==> config.mk <==
export PLATFORM = sky130hd
export DESIGN_NAME = uart_rx_fifo_flat
export DESIGN_NICKNAME = d
export VERILOG_FILES = /design/src/rtl/uart_rx_fifo_if.sv /design/src/rtl/uart_rx_fifo.sv /design/src/flat_wrapper.sv
export SDC_FILE = /design/constraint.sdc
export NUM_CORES = 1
export LEC_CHECK = 0
export BUFFER_PORTS_ARGS = -buffer_cell sky130_fd_sc_hd__buf_2
export CORE_MARGIN = 2
export CORE_UTILIZATION = 60
export CTS_BUF_LIST = sky130_fd_sc_hd__clkbuf_8
export CTS_CLUSTER_SIZE = 8
export DETAILED_ROUTE_END_ITERATION = 7
export PLACE_DENSITY = 0.79
export SLEW_MARGIN = 20
export SYNTH_ARGS = -nofsm -noshare
export SYNTH_HDL_FRONTEND = slang
export SYNTH_SLANG_ARGS = --single-unit
==> constraint.sdc <==
create_clock -name clk -period 6.9 [get_ports clk]
set_clock_uncertainty 0.05 [all_clocks]
set_input_delay 0.345 -clock clk [delete_from_list [all_inputs] [get_ports clk]]
set_output_delay 0.345 -clock clk [all_outputs]
set_load 0.05 [all_outputs]
==> src/rtl/uart_rx_fifo_if.sv <==
// Receiver-side and host-side signal bundle for uart_rx_fifo.
// The slave modport is the FIFO's view of these signals; the master modport is the environment's view.
interface uart_rx_fifo_if #(
  parameter int ADDR_W = 4
);
  logic              rx_ready;
  logic [7:0]        rx_data;
  logic              rx_ready_clr;
  logic              rd_valid;
  logic [7:0]        rd_data;
  logic              rd_ready;
  logic [ADDR_W:0]   count;
  logic              full;
  logic              overflow;
  logic [7:0]        drop_count;
  logic              overflow_clr;

  modport master (
    output rx_ready, rx_data, rd_ready, overflow_clr,
    input  rx_ready_clr, rd_valid, rd_data, count, full, overflow, drop_count
  );

  modport slave (
    input  rx_ready, rx_data, rd_ready, overflow_clr,
    output rx_ready_clr, rd_valid, rd_data, count, full, overflow, drop_count
  );
endinterface

==> src/rtl/uart_rx_fifo.sv <==
// Byte FIFO between a UART receiver and a host: first-word fall-through read port,
// with fill level, sticky overflow and a saturating dropped-byte counter.
module uart_rx_fifo #(
  parameter int DEPTH  = 16,
  parameter int ADDR_W = 4
) (
  input logic           clk,
  input logic           rst,
  uart_rx_fifo_if.slave bus
);
  localparam logic [ADDR_W:0] FULL_CNT = (ADDR_W+1)'(DEPTH);

  logic [7:0]        mem [DEPTH];
  logic [ADDR_W-1:0] wr_ptr;
  logic [ADDR_W-1:0] rd_ptr;
  logic [ADDR_W:0]   cnt;
  logic              ovf;
  logic [7:0]        drops;

  logic push_req;
  logic pop;
  logic is_full;
  logic push;
  logic drop;

  always_comb begin
    push_req = bus.rx_ready & ~rst;
    is_full  = (cnt == FULL_CNT);
    pop      = (cnt != '0) & bus.rd_ready;
    // A pop in the same cycle frees the slot, so a full FIFO can still accept.
    push     = push_req & (~is_full | pop);
    drop     = push_req & is_full & ~pop;
  end

  assign bus.rx_ready_clr = push_req;
  assign bus.rd_valid     = (cnt != '0);
  assign bus.full         = is_full;
  assign bus.count        = cnt;
  assign bus.overflow     = ovf;
  assign bus.drop_count   = drops;
  assign bus.rd_data      = mem[rd_ptr];

  always_ff @(posedge clk) begin
    if (push) begin
      mem[wr_ptr] <= bus.rx_data;
    end
  end

  always_ff @(posedge clk) begin
    if (rst) begin
      wr_ptr <= '0;
      rd_ptr <= '0;
      cnt    <= '0;
    end else begin
      if (push) begin
        wr_ptr <= wr_ptr + ADDR_W'(1);
      end
      if (pop) begin
        rd_ptr <= rd_ptr + ADDR_W'(1);
      end
      case ({push, pop})
        2'b10:   cnt <= cnt + (ADDR_W+1)'(1);
        2'b01:   cnt <= cnt - (ADDR_W+1)'(1);
        default: cnt <= cnt;
      endcase
    end
  end

  // A drop in the same cycle as overflow_clr wins: the clear restarts the tally at one.
  always_ff @(posedge clk) begin
    if (rst) begin
      ovf   <= 1'b0;
      drops <= '0;
    end else if (drop) begin
      ovf <= 1'b1;
      if (bus.overflow_clr) begin
        drops <= 8'd1;
      end else if (drops != '1) begin
        drops <= drops + 8'd1;
      end
    end else if (bus.overflow_clr) begin
      ovf   <= 1'b0;
      drops <= '0;
    end
  end
endmodule

==> src/flat_wrapper.sv <==
// flat-port wrapper written by rule: the top's interface ports become plain ports
module uart_rx_fifo_flat 
#(
  parameter int DEPTH  = 16,
  parameter int ADDR_W = 4
)
  (clk, rst, bus_rx_ready, bus_rx_data, bus_rd_ready, bus_overflow_clr, bus_rx_ready_clr, bus_rd_valid, bus_rd_data, bus_count, bus_full, bus_overflow, bus_drop_count);
  uart_rx_fifo_if #(.ADDR_W(ADDR_W)) bus_i ();
  input logic clk;
  input logic rst;
  input wire logic [$bits(bus_i.rx_ready)-1:0] bus_rx_ready;
  input wire logic [$bits(bus_i.rx_data)-1:0] bus_rx_data;
  input wire logic [$bits(bus_i.rd_ready)-1:0] bus_rd_ready;
  input wire logic [$bits(bus_i.overflow_clr)-1:0] bus_overflow_clr;
  output wire logic [$bits(bus_i.rx_ready_clr)-1:0] bus_rx_ready_clr;
  output wire logic [$bits(bus_i.rd_valid)-1:0] bus_rd_valid;
  output wire logic [$bits(bus_i.rd_data)-1:0] bus_rd_data;
  output wire logic [$bits(bus_i.count)-1:0] bus_count;
  output wire logic [$bits(bus_i.full)-1:0] bus_full;
  output wire logic [$bits(bus_i.overflow)-1:0] bus_overflow;
  output wire logic [$bits(bus_i.drop_count)-1:0] bus_drop_count;
  assign bus_i.rx_ready = bus_rx_ready;
  assign bus_i.rx_data = bus_rx_data;
  assign bus_i.rd_ready = bus_rd_ready;
  assign bus_i.overflow_clr = bus_overflow_clr;
  assign bus_rx_ready_clr = bus_i.rx_ready_clr;
  assign bus_rd_valid = bus_i.rd_valid;
  assign bus_rd_data = bus_i.rd_data;
  assign bus_count = bus_i.count;
  assign bus_full = bus_i.full;
  assign bus_overflow = bus_i.overflow;
  assign bus_drop_count = bus_i.drop_count;
  uart_rx_fifo #(.DEPTH(DEPTH), .ADDR_W(ADDR_W)) u_core (.clk(clk), .rst(rst), .bus(bus_i));
endmodule
==> impl_metrics.py <==
metrics = {
    "run_status": {
        "status": "completed",
    },
    "die": {
        "io_pins": 38,
        "start_util": 0.6163,
        "die_y_um": 106.7,
        "die_area_sq_um": 11390,
        "placementRows": 37,
        "die_w_um": 106.7,
        "core_sq_um": 10280,
    },
    "drt": {
        "drt-wirelength-per-cell_um": 21.48,
        "vias": 3553,
        "drc": 0,
        "drtIter0Drc": 241,
        "firstDrtPassIters": 4,
        "ant_nets": 0,
        "routed_via_density": 6.190,
        "wirelength_um": 12330,
    },
    "cts": {
        "cts_sinks": 154,
        "root_buffer": "clkbuf_8",
        "clkTransAtPathRegs_ps": 90,
        "clock_path_buffers": 2,
        "cts_setup_buffers": 0,
        "clk_latency_ps": 450,
        "tritoncts": "built",
        "cts_buffers": 17,
        "cts_max_level": 4,
        "cts_resized": 0,
        "cts_hold_buffers": 0,
    },
    "pwr": {
        "powerDensity_nw_per_um2": 314.3,
        "power_mw": 2.204,
        "leakagePower_nw": 2.367,
        "vdd_drop_max_mv": 0.3020,
    },
    "placement": {
        "port_buffers": 37,
        "place_congestion": 0.8085,
        "hpwl_um": 7922,
    },
    "critical_path": {
        "crit_chain": "or4_4 -> o31a_1 -> inv_2 -> ha_1 -> xor2_1 -> ha_1 -> o21ai_0 -> or3_1 -> a2111o_1 -> nand4_1",
        "crit_top_cell": "ha_1",
        "worst-endpoint-arrival_ps": 3650,
        "critical_path_buf_inv_count": 1,
        "cp-start-kind": "register",
        "crit_required_ps": 7250,
        "slowest_stage": "or4_4",
        "cp_top_family": "simple AND/OR/NAND/NOR gates",
        "cp-end-kind": "register",
        "worstSetupPathType": "reg2reg",
        "crit_fanout": 9,
        "cpPeakStageDelay_ps": 650,
    },
    "timing": {
        "rsz0062_at_grt": "no",
        "fin_crit_sh": 0.4792,
        "fmax_mhz": 302.4,
        "tns_ps": 0,
        "finalHoldViolCount": 0,
        "setup_viol": 0,
        "slew_headroom": 0.3857,
        "min_period_ps": 3307,
        "tightest_slew_ps": 918.1,
        "drv_slew": 0,
    },
    "synth": {
        "yosys-top-cells-area": "edfxtp_1, mux4_2, dfxtp_1, ha_1, a22oi_1",
        "seq_area_frac_synth": 0.6891,
        "syn_nets": 407,
        "synth.most_common_cell": "edfxtp_1",
        "synth_edf_count": 128,
        "syn_area_sq_um": 6334,
        "yosysTopAreaCell": "edfxtp_1",
        "synthTopCellsByCount": "edfxtp_1, mux4_2, nor2_1, dfxtp_1, nand2_1",
        "synth-async-reset-ratio": 0,
        "ys_ff_latch": 154,
        "syn_avg_cell_area_sq_um": 16.49,
        "synth_cell_types": 51,
        "syn-instance-count": 384,
        "synth_flop_cell": "edfxtp_1",
        "synth_top_area_frac": 0.6069,
        "synth_warnings": 0,
    },
    "cells_and_area": {
        "multiInputGateArea_sq_um": 1841,
        "drive_gt1_frac": 0.2648,
        "regArea_sq_um": 4365,
        "layout.nets": 448,
        "area_growth_pct": 10.73,
        "diodes": 0,
        "fillCellCount": 693,
    },
    "global_routing": {
        "grt_pass1_vias": 3615,
        "grt_pass1_wl_um": 19550,
        "grt_usage": 0.2366,
        "antenna_found_initial": 0,
        "grt-ovfl-total": 0,
        "grt_max_degree": 33,
    },
    "hold_path": {
        "hold_class": "in2reg",
    },
    "run": {
        "drv_cap": 0,
    },
}
cells by family after synthesis:
family                     share of synthesized area
muxes                                         0.1185
xor gates and xnor gates                     0.01106
adders and majority gates                    0.01976
and+or+nand+nor                              0.08198
AOI/OAI and AO/OA                            0.05927
buffers and inverters                        0.02035
DFF                                           0.6891
power breakdown:
group	internal [mW]	switching [mW]	total, mW
Sequential	1.03	0.0300	1.06
Clock	0.291	0.347	0.638
Combinational	0.180	0.325	0.505
Total	1.50	0.702	2.20
stage by stage:
stage	utilization	setup slack, ps	hold slack, ps	instance area, sq um	instances
detailed placement	0.6457	3656	382.8	6636	542
global placement	0.6457	3797	381.1	6636	542
global route	0.6824	3452	96.67	7013	574
floorplan	-	3471	393.9	6334	384
CTS	0.6824	3619	75.90	7013	574
finish	0.6824	3593	111.8	7013	574
sequential cells by signal, indices dropped and copies added (netlist names), named ones only:
register / count
u_core.bus.count: 5
u_core.bus.drop_count: 8
u_core.bus.overflow: 1
u_core.mem: 128
u_core.rd_ptr: 4
u_core.wr_ptr: 4
layout by cell type (no fill, tap or decap), drive strengths merged, types with 2 or more instances in the layout:
master	n
ha	10
nand2	23
edfxtp	128
o31ai	3
o21ai	6
a2111o	2
a22oi	16
clkinv	6
xor2	7
a31oi	2
dfxtp	26
o311ai	3
and3	4
nor2b	3
or2	2
o211ai	2
nand4	6
o31a	2
or3	3
nand4b	3
inv	13
mux2i	3
or4	3
nor2	30
nor4	2
mux4	32
nand3	6
buf	43
clkbuf	17
nor3	4
clkinvlp	3
a21oi	8
nand2b	5
routing by layer:
layer | up-vias | global-route usage | wire length (um) | share of wire
li1 | 1613 | - | - | -
met5 | - | 0 | 0 | 0
met4 | 0 | 0.08720 | 168 | 0.014
met1 | 1806 | 0.3058 | 4912 | 0.40
met2 | 118 | 0.3904 | 6587 | 0.53
met3 | 16 | 0.06201 | 659 | 0.053
final timing paths:
path / startpoint / endpoint / slack (ps) / cells past startpoint
setup / recovery: u_core.bus.count[1]$_SDFFE_PP0P_ / u_core.bus.count[4]$_SDFFE_PP0P_ / 3590 / 10
hold / removal: bus_overflow_clr / u_core.bus.drop_count[7]$_SDFFE_PP0P_ / 110 / 2
setup reg to reg: u_core.bus.count[1]$_SDFFE_PP0P_ / u_core.bus.count[4]$_SDFFE_PP0P_ / 3590 / 10
hold reg to reg: u_core.bus.overflow$_SDFFE_PP0P_ / u_core.bus.overflow$_SDFFE_PP0P_ / 400 / 2
cell type report:
cell class | instances | share of cell area
clock inverter | 15 | 0.02034
sequential | 154 | 0.6225
clock buffer | 17 | 0.03336
timing repair buffer | 43 | 0.03283
inverter | 8 | 0.004282
tap | 136 | 0.02426
multi-input combinational | 201 | 0.2624
Note: power is estimated with default switching activity, not from simulation.
